**config.mk**
```make
export PLATFORM = sky130hd
export DESIGN_NAME = sift_frame_sched
export DESIGN_NICKNAME = d
export VERILOG_FILES = /design/src/rtl/sift_sched_pkg.sv /design/src/rtl/sift_res_fifo.sv /design/src/rtl/sift_frame_sched.sv
export SDC_FILE = /design/constraint.sdc
export NUM_CORES = 1
export LEC_CHECK = 0
export ABC_AREA = 1
export ABC_CLOCK_PERIOD_IN_PS = 5400
export CAP_MARGIN = 25
export CELL_PAD_IN_SITES_DETAIL_PLACEMENT = 1
export CELL_PAD_IN_SITES_GLOBAL_PLACEMENT = 2
export CORE_ASPECT_RATIO = 0.8
export CORE_MARGIN = 3
export CORE_UTILIZATION = 28
export CTS_CLUSTER_DIAMETER = 50
export DETAILED_ROUTE_END_ITERATION = 7
export PLACE_DENSITY = 0.72
export SLEW_MARGIN = 20
export SYNTH_ARGS = -nofsm -noshare
export SYNTH_HDL_FRONTEND = slang
export SYNTH_SLANG_ARGS = --single-unit
```
**constraint.sdc**
```tcl
create_clock -name clk -period 5.4 [get_ports clk]
set_input_delay 0.81 -clock clk [delete_from_list [all_inputs] [get_ports clk]]
set_output_delay 0.81 -clock clk [all_outputs]
set_load 0.005 [all_outputs]
```
**src/rtl/sift_sched_pkg.sv**
```systemverilog
// sift_sched_pkg: FSM encoding, default frame geometry and result entry width for the SIFT frame scheduler.
package sift_sched_pkg;
  typedef enum logic [1:0] {IDLE, STREAM, DRAIN, DONE} state_t;
  localparam int DEF_WIDE = 256;
  localparam int DEF_HIGN = 256;
  localparam int DEF_DW = 8;
  localparam int DEF_CNT_DW = 16;
  localparam int DEF_RES_W = 2 * DEF_CNT_DW;
  function automatic int res_w(input int cnt_dw);
    return 2 * cnt_dw;
  endfunction
endpackage

```
**src/rtl/sift_res_fifo.sv**
```systemverilog
// sift_res_fifo: shifting result FIFO whose head is slot 0, so dout comes straight from a register.
module sift_res_fifo #(
  parameter int WIDTH = 32,
  parameter int DEPTH = 16
) (
  input  logic             clk,
  input  logic             rst,
  input  logic             flush,
  input  logic             push,
  input  logic [WIDTH-1:0] din,
  input  logic             pop,
  output logic             full,
  output logic             empty,
  output logic [WIDTH-1:0] dout
);
  localparam int CW = $clog2(DEPTH) + 1;
  logic [WIDTH-1:0] mem [DEPTH];
  logic [WIDTH-1:0] shifted [DEPTH];
  logic [CW-1:0] cnt;
  logic [CW-1:0] wa;
  logic do_pop;
  logic do_push;
  assign full = cnt == CW'(DEPTH);
  assign empty = cnt == '0;
  assign do_pop = pop && !empty;
  assign do_push = push && (!full || do_pop);
  assign wa = cnt - CW'(do_pop);
  assign dout = mem[0];
  always_comb begin
    shifted[DEPTH-1] = '0;
    for (int i = 0; i < DEPTH - 1; i++) shifted[i] = mem[i+1];
  end
  // a pop shifts every slot down, so the push lands one slot lower
  always_ff @(posedge clk) begin
    if (rst || flush) begin
      cnt <= '0;
      for (int i = 0; i < DEPTH; i++) mem[i] <= '0;
    end else begin
      cnt <= cnt + CW'(do_push) - CW'(do_pop);
      for (int i = 0; i < DEPTH; i++)
        mem[i] <= (do_push && wa == CW'(i)) ? din : do_pop ? shifted[i] : mem[i];
    end
  end
endmodule

```
**src/rtl/sift_frame_sched.sv**
```systemverilog
// sift_frame_sched: streams an image pair to the matcher and buffers match results.
// Define SIFT_SCHED_PERF_EN to add the perf_cyc pause-cycle counter.
module sift_frame_sched
  import sift_sched_pkg::*;
#(
  parameter int WIDE = DEF_WIDE,
  parameter int HIGN = DEF_HIGN,
  parameter int DW = DEF_DW,
  parameter int CNT_DW = DEF_CNT_DW,
  parameter int DRAIN_CYC = 64,
  parameter int FIFO_DEPTH = 16
) (
  input  logic                  clk,
  input  logic                  rst,
  input  logic                  start,
  input  logic                  abort,
  input  logic                  pause,
  output logic                  rd_en,
  output logic [CNT_DW-1:0]     rd_addr,
  input  logic [DW-1:0]         rd_data1,
  input  logic [DW-1:0]         rd_data2,
  output logic                  valid_in,
  output logic [DW-1:0]         data_in1,
  output logic [DW-1:0]         data_in2,
  input  logic                  valid_match,
  input  logic [2*CNT_DW-1:0]   match_addr,
  output logic                  res_valid,
  input  logic                  res_ready,
  output logic [2*CNT_DW-1:0]   res_data,
  output logic                  busy,
  output logic                  done,
  output logic                  ovf,
`ifdef SIFT_SCHED_PERF_EN
  output logic [31:0]           perf_cyc,
`endif
  output logic [CNT_DW-1:0]     match_cnt
);
  localparam int RW = res_w(CNT_DW);
  localparam int DCW = $clog2(DRAIN_CYC + 1);
  localparam logic [CNT_DW-1:0] LAST = CNT_DW'(WIDE * HIGN - 1);
  state_t state;
  state_t state_nxt;
  logic [DCW-1:0] drain_cnt;
  logic go;
  logic pop;
  logic full;
  logic empty;
  assign go = state == IDLE && start;
  assign rd_en = state == STREAM && !pause;
  assign busy = state == STREAM || state == DRAIN;
  assign done = state == DONE;
  assign data_in1 = valid_in ? rd_data1 : '0;
  assign data_in2 = valid_in ? rd_data2 : '0;
  assign res_valid = !empty;
  assign pop = res_valid && res_ready;
  always_comb begin
    state_nxt = state;
    case (state)
      IDLE:    state_nxt = start ? STREAM : IDLE;
      STREAM:  state_nxt = abort ? IDLE : (rd_en && rd_addr == LAST) ? DRAIN : STREAM;
      DRAIN:   state_nxt = abort ? IDLE : (drain_cnt == DCW'(DRAIN_CYC - 1)) ? DONE : DRAIN;
      default: state_nxt = IDLE;
    endcase
  end
  // rd_addr parks on the last pixel rather than wrapping
  always_ff @(posedge clk) begin
    if (rst) begin
      state <= IDLE;
      rd_addr <= '0;
      drain_cnt <= '0;
      valid_in <= 1'b0;
      match_cnt <= '0;
      ovf <= 1'b0;
    end else begin
      state <= state_nxt;
      valid_in <= rd_en;
      rd_addr <= go ? '0 : (rd_en && rd_addr != LAST) ? rd_addr + 1'b1 : rd_addr;
      drain_cnt <= state == DRAIN ? drain_cnt + 1'b1 : '0;
      match_cnt <= go ? '0 : (valid_match && state != IDLE && !(&match_cnt)) ? match_cnt + 1'b1 : match_cnt;
      ovf <= go ? 1'b0 : (valid_match && full && !pop) ? 1'b1 : ovf;
    end
  end
`ifdef SIFT_SCHED_PERF_EN
  always_ff @(posedge clk) begin
    if (rst) perf_cyc <= '0;
    else perf_cyc <= go ? '0 : (busy && pause) ? perf_cyc + 32'd1 : perf_cyc;
  end
`endif
  sift_res_fifo #(.WIDTH(RW), .DEPTH(FIFO_DEPTH)) u_fifo (
    .clk(clk),
    .rst(rst),
    .flush(go),
    .push(valid_match),
    .din(match_addr),
    .pop(pop),
    .full(full),
    .empty(empty),
    .dout(res_data)
  );
endmodule

```
# After elaboration in Yosys (flattened, before gate mapping)

Memory sizes are Yosys's and may differ from the RTL's.
Cells that the tools add are included.

Register bits: 48
Bits in writable memories: 512
Output and inout bits: 86
Input port bits: 55
Memories kept: 1

Reduce and logical (&&, ||, !) cells: 42
$add $sub $neg: 6
Mux-type cells: 59
Equal/unequal tests: 22
Bitwise gates (word level): 17

Memory list:

| memory     | depth | bits a word | rd ports | clocked after Yosys merged registers in | wr ports | RTL line            | source |
|---|---|---|---|---|---|---|---|
| u_fifo.mem | 16    | 32          | 16       | 0                                       | 16       | sift_res_fifo.sv:17 | `logic [WIDTH-1:0] mem [DEPTH];` |

Operators by type and width:

| operator                                            | count |
|---|---|
| 2-to-1 mux 32 bit                                   | 48 |
| equality test 5 x 4 -> 1 bit, second input constant | 8 |
| adder 16 x 1 -> 16 bit, second input constant       | 2 |
| logical AND 1 bit                                   | 27 |
| equality test 5 x 3 -> 1 bit, second input constant | 4 |
| equality test 16 bit, second input constant         | 1 |
| 2-to-1 mux 8 bit                                    | 2 |
| != test 16 bit, second input constant               | 1 |
| bitwise OR 1 bit                                    | 16 |
| AND reduction 16 bit                                | 1 |
| equality test 5 x 2 -> 1 bit, second input constant | 2 |
| logical NOT 5 bit                                   | 2 |
| subtractor 5 x 1 -> 5 bit                           | 2 |
| adder 7 x 1 -> 7 bit, second input constant         | 1 |
| equality test 7 x 6 -> 1 bit, second input constant | 1 |
| 2-to-1 mux 2 bit                                    | 3 |
| case mux 2 bit (3 select lines)                     | 1 |
| adder 5 x 1 -> 5 bit                                | 1 |
| equality test 5 x 1 -> 1 bit, second input constant | 1 |
| equality test 5 bit, second input constant          | 1 |
| logical NOT 1 bit                                   | 5 |
| 2-to-1 mux 1 bit                                    | 5 |
| equality test 2 bit, second input constant          | 2 |
| OR reduction 2 bit                                  | 2 |
| other kinds (5)                                     | 7 |

# Logic depth before layout (Yosys ltp)

Gate-level depths: netlist (run 1).

Depth in word-level cells: 9
Depth in mapped cells: 22

# Cells and area by module

Synthesis (run 1) repeated with hierarchy kept, for this count alone.

Cells, all modules: 4,473
Area total of the unflattened synthesis: 28,775.1 µm²

By module, submodules not included:

| module           | area an instance (µm²) | cells an instance | instances | sequential area each (µm²) |
|---|---|---|---|---|
| sift_res_fifo    | 26,210.1               | 4,060             | 1         | 10,349.9 |
| sift_frame_sched | 2,565.0                | 413               | 1         | 860.8 |

# Worst setup path after synthesis (run 1)

OpenSTA, ideal clock, no wires.

Path type: input port to flip-flop
Start point: input res_ready
End point: memory u_fifo.mem[4][1] (netlist: u_fifo.mem[0][129])
Arrival time: 3,037 ps
Required time: 5,272 ps
Setup slack: 2,236 ps
Setup time: 128 ps
Stages on the path: 18
Cell sequence: nand2_1 -> buf_4 -> buf_2 -> buf_2 -> inv_1 -> ha_1 -> ha_1 -> inv_2 -> nand2_1 -> nand3_1 -> nand2_4 -> nor2_8 -> nand2_2 -> nand2_1 -> buf_2 -> nor2_1 -> nor2_1 -> nor2_1

RTL lines:

| what               | RTL line               | source |
|---|---|---|
| start: declaration | sift_frame_sched.sv:28 | `input logic res_ready,` |
| end: declaration   | sift_res_fifo.sv:17    |  |

==> results_dict.tcl, run 1 <==
set metrics [dict create \
    design_power_total_w 0.0174 \
    pwr_density_cell_nw_per_um2 477 \
    routabilityCongestion 0.726 \
    yosys-mux-area-fraction_pct 0 \
    synthMostInstantiatedCell "sky130_fd_sc_hd__nor2_1" \
    num-fill-cells 14190 \
    post_synth_edffs 0 \
    sequential_fraction_of_the_synthesis_area_pct 36.1 \
    grtUsageTotal_pct 19.6 \
    critical_path_end_type "flop" \
    clock_sinks 560 \
    route.top_layer_used "met4" \
    crit_path_max_fanout 33 \
    hold_viol_final 0 \
    synth_ff_type "sky130_fd_sc_hd__dfxtp_1" \
    min-delay-path-class "flop to flop" \
    setup.worst_path.start_class "flop" \
    h_tree_lvl_count 3 \
    insertedDiodeCount 0 \
    number_of_global_route_vias_before_repair 32238 \
    tritoncts "yes" \
    num_vias 31397 \
    yosys-top-cells-count "sky130_fd_sc_hd__nor2_1 (1968), sky130_fd_sc_hd__nand2_1 (1115), sky130_fd_sc_hd__inv_1 (575), sky130_fd_sc_hd__nand3_1 (570), sky130_fd_sc_hd__dfxtp_1 (560)" \
    io-pin-count 141 \
    post_synth.cell_area_avg_um2 5.77 \
    clock.fmax_ghz 0.272 \
    area.growth.synth_to_final_pct 17.2 \
    met2_wirelength_um 47900 \
    worst_ep_required_time_ns 5.92 \
    post_drt_wl_per_cell_um 16.5 \
    placement.io_buffers 140 \
    design_area_um2 36400 \
    routedLengthMet1_um 58900 \
    wire_length_of_the_first_global_routing_pass_um 183000 \
    worstMarginPinSlew_ns 1.07 \
    slew_viol_final 0 \
    synth-compound-area-share_pct 1.33 \
    setup_tns_ns 0 \
    postSynthNetCount 5451 \
    cts.path.max_buffers 3 \
    drive_above_1_share_pct 5.35 \
    drt_pass1_iterations 5 \
    timing.final.crit_period_ns 3.67 \
    clock_tree.root_cell "sky130_fd_sc_hd__clkbuf_16" \
    syn-instance-count 5379 \
    fp.dieArea_um2 115000 \
    rows 108 \
    critical_path_class "flop to flop" \
    postSynth.asyncResetShare_pct 0 \
    clk-insertion-delay-late_ns 0.68 \
    outcome "finished, final reports clean" \
    crit_arrival_ns 4.20 \
    initial_utilization_pct 28.4 \
    rsz_0062_raised_after_global_routing "no" \
    clock-skew-final_ns 0.0172 \
    initial_drt_markers 1654 \
    clk_pin_slew_worst_paths_ns 0.06 \
    syn_area_um2 31100 \
    finalSetupViolCount 0 \
    relSlewSlack_pct 28.1 \
    area_after_detailed_placement_um2 33000 \
    grt_start_max_net_pins 194 \
    cts_setup_buffers 0 \
    hpwl_after_detailed_placement_um 69200 \
    fin_util_pct 33.3 \
    number_of_antenna_violating_nets_in_the_routed_design 0 \
    numCtsBuffers 94 \
    drcViolationCount 0 \
    hold_ws_ns 0.444 \
    synth_top_area_cells "sky130_fd_sc_hd__dfxtp_1 (36%), sky130_fd_sc_hd__nor2_1 (24%), sky130_fd_sc_hd__nand2_1 (13%)" \
    cts_resized 0 \
    yosys_warnings 0 \
    largest_family_of_logic_cells_by_synthesized_area "simple AND/OR/NAND/NOR gates" \
    synth_top_cell_by_area "sky130_fd_sc_hd__dfxtp_1" \
    synth_cell_type_count 26 \
    yosys.area_share.simple_pct 47.6 \
    core_region_area_um2 109000 \
    synth-seq-cells 560 \
    p_leak_nw 14.7 \
    postRouteWirelength_um 112000 \
    grt.overflow.total 0 \
    die-height_um 304 \
    cts_hold_buffers 0 \
    met3_wirelength_um 3710 \
    yosys.area.top_type_share_pct 36.1 \
    number_of_antenna_violations_at_the_first_check_in_global_routing 7 \
    ir_worst_vdd_uv 415 \
    finalNetCount 5353 \
    fin_crit_sh_pct 68.0 \
    adder_cell_fraction_of_synth_area_pct 0.709 \
    area_share_of_xor_xnor_cells_in_the_synthesized_design_pct 0.592 \
    max_cap_violations 0 \
    die_width_um 378 \
    drt-vias-per-instance 4.62 \
]
==> logic make-up after synthesis <==
family / count (synthesis)
simple gates: 3696
buf+inv: 1003
flops: 560
fa+ha+maj: 17
compound gates: 82
xor+xnor: 21
==> report_power, final <==
group	switching (W)	internal (W)
Combinational	0.00517	0.00130
Sequential	0.0000687	0.00431
Clock	0.00242	0.00410
Total	0.00765	0.00971
==> path summary, 6_finish.rpt <==
kind,slack [ns],end,startpoint,cells after the start
worst min register to register,0.44,drain_cnt[0],drain_cnt[0],1
worst max register to register,1.73,u_fifo.mem[0][108],u_fifo.cnt[2],19
worst max-delay path,1.73,u_fifo.mem[0][108],u_fifo.cnt[2],19
worst min-delay path,0.44,drain_cnt[0],drain_cnt[0],1
==> cell usage in the layout, fill, tap and decap left out, types with 16 or more instances in the layout <==
cell type and instances:
sky130_fd_sc_hd__nor2_1 1968, sky130_fd_sc_hd__nand2_1 1113, sky130_fd_sc_hd__inv_1 575, sky130_fd_sc_hd__nand3_1 570
sky130_fd_sc_hd__dfxtp_1 560, sky130_fd_sc_hd__clkdlybuf4s50_1 140, sky130_fd_sc_hd__clkbuf_16 96, sky130_fd_sc_hd__buf_4 78
sky130_fd_sc_hd__a21oi_1 67, sky130_fd_sc_hd__clkinvlp_4 19, sky130_fd_sc_hd__ha_1 16
==> registers in the layout, indices dropped and copies added (netlist names) <==
name,cells
ovf,1
valid_in,1
u_fifo.cnt,5
u_fifo.mem,512
state,2
rd_addr,16
match_cnt,16
drain_cnt,7
==> routing by layer <==
| metal | track usage [%] | vias to the layer above |
|---|---|---|
| met5 | 0 | - |
| met4 | 3.69 | 0 |
| met3 | 3.11 | 112 |
| met2 | 30.5 | 354 |
| met1 | 28.6 | 15172 |
| li1 | - | 15759 |
==> critical path: stages, from the launching register on <==
cell and delay [ns]:
sky130_fd_sc_hd__dfxtp_1 0.33, sky130_fd_sc_hd__inv_1 0.16, sky130_fd_sc_hd__ha_1 0.28, sky130_fd_sc_hd__nand3_1 0.21
sky130_fd_sc_hd__nand2_4 0.12, sky130_fd_sc_hd__inv_1 0.05, sky130_fd_sc_hd__ha_1 0.25, sky130_fd_sc_hd__ha_1 0.26
sky130_fd_sc_hd__inv_2 0.07, sky130_fd_sc_hd__nand2_1 0.06, sky130_fd_sc_hd__nand3_1 0.12, sky130_fd_sc_hd__nand2_4 0.15
sky130_fd_sc_hd__nor2_8 0.26, sky130_fd_sc_hd__nand2_2 0.06, sky130_fd_sc_hd__buf_4 0.27, sky130_fd_sc_hd__nand2_1 0.10
sky130_fd_sc_hd__buf_4 0.42, sky130_fd_sc_hd__nor2_1 0.10, sky130_fd_sc_hd__nor2_1 0.14, sky130_fd_sc_hd__nor2_1 0.06
==> area by class of cell <==
cell class / instances / area, um2 / share of cell area [%]
clock buffers: 114 / 2530 / 6.95
clock inverters: 63 / 857 / 2.36
flip-flops and latches: 560 / 11200 / 30.8
inverters: 578 / 2170 / 5.96
repair buffers: 231 / 2240 / 6.14
well taps: 1430 / 1790 / 4.92
multi-input cells: 3816 / 15600 / 42.9
==> through the flow <==
stage                     setup slack (ns)  cells
after floorplan                       2.24   5379
after global placement                1.42   6611
after detailed placement              1.37   6615
after CTS                             1.66   6792
after global routing                  1.41   6792
final                                 1.73   6792
Power figures use the tool's default switching activity.
==> inputs of run 2 (changes only) <==
- ABC_CLOCK_PERIOD_IN_PS: 5400 -> 3600
- clock period: 5.4 -> 3.6 ns (I/O delays scaled with it)
==> results_dict.tcl, run 2 (synthesis results as in run 1) <==
set metrics [dict create \
    largest_registers "u_fifo.mem (512), match_cnt (16), rd_addr (16)" \
    met2_wirelength_um 48700 \
    crit_arrival_ns 3.82 \
    multiInputGateArea_um2 15600 \
    p_leak_nw 15.0 \
    outcome "finished, final reports clean" \
    numCtsBuffers 101 \
    cts.path.max_buffers 3 \
    num_vias 31588 \
    largest_register "u_fifo.mem" \
    number_of_antenna_violating_nets_in_the_routed_design 0 \
    setup_tns_ns 0 \
    fin_util_pct 34.0 \
    die_width_um 378 \
    worstMarginPinSlew_ns 1.12 \
    io-pin-count 141 \
    min-delay-path-class "flop to flop" \
    max_cap_violations 0 \
    regArea_um2 11200 \
    grtUsageTotal_pct 20.0 \
    drive_above_1_share_pct 6.09 \
    grt.overflow.total 0 \
    post_drt_wl_per_cell_um 16.8 \
    fin_crit_sh_pct 90.8 \
    largest_register_ff_count 512 \
    worst_ep_required_time_ns 4.15 \
    drcViolationCount 0 \
    clock_sinks 560 \
    routabilityCongestion 0.742 \
    min_delay_path_depth 1 \
    cp_cell_sequence "inv_1 -> ha_1 -> nand3_1 -> nand2_4 -> inv_1 -> ha_1 -> inv_1 -> ha_1 -> inv_1 -> nand2_1 -> nor2_8 -> nand2_2 -> nand2_1 -> buf_4 -> nor2_1 -> nor2_1 -> nor2_1" \
    critical_path_end_type "flop" \
    wire_length_of_the_first_global_routing_pass_um 185000 \
    rows 108 \
    met3_wirelength_um 3820 \
    timing.final.crit_period_ns 3.27 \
    ir_worst_vdd_uv 694 \
    clock_tree.root_cell "sky130_fd_sc_hd__clkbuf_16" \
    postRouteWirelength_um 115000 \
    number_of_global_route_vias_before_repair 32014 \
    grt_start_max_net_pins 195 \
    area.growth.synth_to_final_pct 19.5 \
    rsz_0062_raised_after_global_routing "no" \
    relSlewSlack_pct 25.3 \
    drt-vias-per-instance 4.62 \
    finalNetCount 5391 \
    crit_slowest_cell "sky130_fd_sc_hd__dfxtp_1" \
    slew_viol_final 0 \
    clk_pin_slew_worst_paths_ns 0.05 \
    crit_path_max_fanout 17 \
    initial_utilization_pct 28.4 \
    die-height_um 304 \
    routedLengthMet1_um 60400 \
    initial_drt_markers 1632 \
    number_of_antenna_violations_at_the_first_check_in_global_routing 7 \
    path_common_cell "sky130_fd_sc_hd__inv_1" \
    h_tree_lvl_count 3 \
    setup.worst_path.start_class "flop" \
    cpPeakStageDelay_ns 0.37 \
    drt_pass1_iterations 5 \
    critical_path_class "flop to flop" \
    pwr_density_cell_nw_per_um2 736 \
    num-fill-cells 14215 \
    clock.fmax_ghz 0.306 \
    clock-skew-final_ns 0.0208 \
    fp.dieArea_um2 115000 \
    finalSetupViolCount 0 \
    most_used_cells_in_the_layout_excluding_fill_and_tap_cells "sky130_fd_sc_hd__nor2_1 (1968), sky130_fd_sc_hd__nand2_1 (1113), sky130_fd_sc_hd__inv_1 (575)" \
    clk-insertion-delay-late_ns 0.71 \
    core_region_area_um2 109000 \
    hold_viol_final 0 \
    tritoncts "yes" \
    reg2reg_depth 17 \
    mostFrequentLayoutCell "sky130_fd_sc_hd__nor2_1" \
    placement.io_buffers 140 \
    hpwl_after_detailed_placement_um 70500 \
    cts_hold_buffers 0 \
    route.top_layer_used "met4" \
]
==> run 2: cell count changes in the layout (fill, tap and decap cells not counted), moves of 3 or more <==
cell                        delta
sky130_fd_sc_hd__buf_12       +24
sky130_fd_sc_hd__clkbuf_16     +6
sky130_fd_sc_hd__buf_4         +5
sky130_fd_sc_hd__clkinv_4      +3
sky130_fd_sc_hd__inv_6         +3
==> run 2: critical path, delay by kind of cell (launching register included) <==
kind	cells	cell delay, ns
buffers and inverters	5	0.72
adders and majority gates	3	0.87
and+or+nand+nor	9	1.14
DFF	1	0.37
==> run 2: per-stage QoR <==
stage               area (um2)  std cells  hold slack, ns  power (W)  setup WS (ns)
floorplan                31100       5379           0.418     0.0133          0.467
global placement         33500       6643           0.434     0.0173          0.159
detailed placement       33500       6644           0.443     0.0173          0.109
CTS                      37100       6832           0.450     0.0277          0.242
global route             37100       6834           0.473     0.0288        0.00189
finish                   37100       6836           0.449     0.0273          0.331
==> run 2: final cells by class <==
type	count	area share (%)
tap	1430	4.82
inverter	578	5.84
clock inverter	66	2.35
clock buffer	122	7.29
sequential	560	30.2
multi-input combinational	3816	42.0
antenna	2	0.0135
timing repair buffer	262	7.45
==> run 2: repair_timing <==
action	in CTS	in global routing
endpoints found under the setup margin	0	53
setup buffers	0	0
gates resized for setup	0	3
endpoints found under the hold margin	0	0
==> run 2: routing by layer <==
layer	vias up	GRT usage [%]
met5	-	0
met4	0	4.06
met3	129	3.26
met2	343	30.9
met1	15263	29.1
li1	15853	-
==> run 2: final timing paths <==
check                startpoint            endpoint  slack, ns
setup / recovery  u_fifo.cnt[2]  u_fifo.mem[0][435]       0.33
setup reg to reg  u_fifo.cnt[2]  u_fifo.mem[0][435]       0.33
hold / removal     drain_cnt[0]        drain_cnt[0]       0.45
hold reg to reg    drain_cnt[0]        drain_cnt[0]       0.45
==> run 2: report_power, final <==
part / total (W) / internal, W / switching [W] / leakage (nW)
Combinational: 0.0105 / 0.00254 / 0.00799 / 8.84
Sequential: 0.00658 / 0.00646 / 0.000120 / 4.51
Clock: 0.0102 / 0.00642 / 0.00380 / 1.69
Total: 0.0273 / 0.0154 / 0.0119 / 15.0
==> inputs of run 3 (changes only) <==
- ABC_CLOCK_PERIOD_IN_PS: 3600 -> 3900
- CORE_MARGIN: 3 -> 1.5
- clock period: 3.6 -> 3.9 ns (I/O delays scaled with it)
==> results_dict.tcl, run 3 (synthesis results as in run 1) <==
set metrics [dict create \
    num-fill-cells 14327 \
    postRouteWirelength_um 115000 \
    setup_tns_ns 0 \
    max_cap_violations 0 \
    rows 109 \
    clock-skew-final_ns 0.0258 \
    initial_drt_markers 1740 \
    initial_utilization_pct 28.2 \
    hold_ws_ns 0.451 \
    number_of_antenna_violating_nets_in_the_routed_design 0 \
    crit_arrival_ns 4.04 \
    tritoncts "yes" \
    worstMarginPinSlew_ns 1.08 \
    most_used_cells_in_the_layout_excluding_fill_and_tap_cells "sky130_fd_sc_hd__nor2_1 (1968), sky130_fd_sc_hd__nand2_1 (1113), sky130_fd_sc_hd__inv_1 (575)" \
    drcViolationCount 0 \
    cts.path.max_buffers 3 \
    clock.fmax_ghz 0.285 \
    placement.io_buffers 140 \
    cts_hold_buffers 0 \
    pwr_density_cell_nw_per_um2 659 \
    critical_path_class "flop to flop" \
    num_vias 31455 \
    number_of_global_route_vias_before_repair 32559 \
    largest_register "u_fifo.mem" \
    die-height_um 301 \
    place_worst_setup_slack_ns 0.305 \
    number_of_antenna_violations_at_the_first_check_in_global_routing 2 \
    drt_pass1_iterations 5 \
    mostFrequentLayoutCell "sky130_fd_sc_hd__nor2_1" \
    postLayoutSetupSlackWorst_ns 0.390 \
    p_leak_nw 15.0 \
    clk_pin_slew_worst_paths_ns 0.06 \
    core_region_area_um2 110000 \
    routedLengthMet1_um 59600 \
    met3_wirelength_um 3990 \
    grtUsageTotal_pct 20.6 \
    largest_register_ff_count 512 \
    grt_start_max_net_pins 146 \
    setup.worst_path.start_class "flop" \
    h_tree_lvl_count 3 \
    die_width_um 375 \
    fin_crit_sh_pct 90.0 \
    wire_length_of_the_first_global_routing_pass_um 185000 \
    cts_setup_buffers 0 \
    min-delay-path-class "flop to flop" \
    fp.dieArea_um2 113000 \
    worst_ep_required_time_ns 4.43 \
    finalNetCount 5384 \
    io-pin-count 141 \
    cts_resized 0 \
    grt.overflow.total 0 \
    crit_path_max_fanout 32 \
    routabilityCongestion 0.752 \
    numCtsBuffers 92 \
    clk-insertion-delay-late_ns 0.68 \
    hold_viol_final 0 \
    met2_wirelength_um 49200 \
    critical_path_end_type "flop" \
    ir_worst_vdd_uv 578 \
    finalSetupViolCount 0 \
    area.growth.synth_to_final_pct 18.5 \
    hpwl_after_detailed_placement_um 72200 \
    clock_sinks 560 \
    outcome "finished, final reports clean" \
    timing.final.crit_period_ns 3.51 \
    rsz_0062_raised_after_global_routing "no" \
    largest_registers "u_fifo.mem (512), match_cnt (16), rd_addr (16)" \
    slew_viol_final 0 \
    relSlewSlack_pct 28.0 \
    drive_above_1_share_pct 5.83 \
    drt-vias-per-instance 4.61 \
    post_drt_wl_per_cell_um 16.8 \
    clock_tree.root_cell "sky130_fd_sc_hd__clkbuf_16" \
    route.top_layer_used "met4" \
]
[run 3: worst paths after layout]
path | startpoint | endpoint | slack [ns] | depth (start not counted)
hold / removal | drain_cnt[5] | drain_cnt[5] | 0.45 | 1
setup reg to reg | u_fifo.cnt[2] | u_fifo.mem[0][246] | 0.39 | 18
setup / recovery | u_fifo.cnt[2] | u_fifo.mem[0][246] | 0.39 | 18
hold reg to reg | drain_cnt[5] | drain_cnt[5] | 0.45 | 1
[run 3: cell type report]
cell class | count | area, um2 | share of cell area (%)
multi-input cells | 3816 | 15600 | 42.4
flip-flops and latches | 560 | 11200 | 30.5
repair buffers | 264 | 2750 | 7.46
clock buffers | 109 | 2450 | 6.65
inverters | 578 | 2170 | 5.89
well taps | 1443 | 1810 | 4.90
clock inverters | 58 | 828 | 2.25
diodes | 1 | 2.50 | 0.00680
[run 3: routing by layer]
metal / vias up / GRT usage (%)
met3: 115 / 3.18
met1: 15155 / 29.4
met4: 0 / 4.41
met5: - / 0
met2: 358 / 32.4
li1: 15827 / -
[run 3: stage by stage]
step	instance area (um2)	utilization [%]	power, W	instances
6_report	36800	33.4	0.0242	6829
4_1_cts	36800	33.4	0.0246	6826
2_1_floorplan	31100	-	0.0123	5379
3_3_place_gp	33400	30.4	0.0156	6655
3_5_place_dp	33500	30.4	0.0156	6659
5_1_grt	36800	33.4	0.0256	6828
[run 3: critical path: stages (launching register included)]
cell                      delay [ns]
sky130_fd_sc_hd__dfxtp_1        0.35
sky130_fd_sc_hd__inv_1          0.19
sky130_fd_sc_hd__ha_1           0.26
sky130_fd_sc_hd__nand3_1        0.17
sky130_fd_sc_hd__nand2_4        0.11
sky130_fd_sc_hd__inv_1          0.05
sky130_fd_sc_hd__ha_1           0.26
sky130_fd_sc_hd__ha_1           0.26
sky130_fd_sc_hd__inv_2          0.07
sky130_fd_sc_hd__nand2_1        0.06
sky130_fd_sc_hd__nand3_1        0.12
sky130_fd_sc_hd__nand2_4        0.16
sky130_fd_sc_hd__nor2_8         0.42
sky130_fd_sc_hd__nand2_2        0.14
sky130_fd_sc_hd__nand2_1        0.09
sky130_fd_sc_hd__buf_4          0.40
sky130_fd_sc_hd__nor2_1         0.07
sky130_fd_sc_hd__nor2_1         0.10
sky130_fd_sc_hd__nor2_1         0.04
[run 3: report_power, final]
part	internal (W)	total, W	switching [W]
clock network	0.00558	0.00883	0.00325
registers	0.00596	0.00606	0.0000972
logic	0.00212	0.00936	0.00724
total	0.0137	0.0242	0.0106
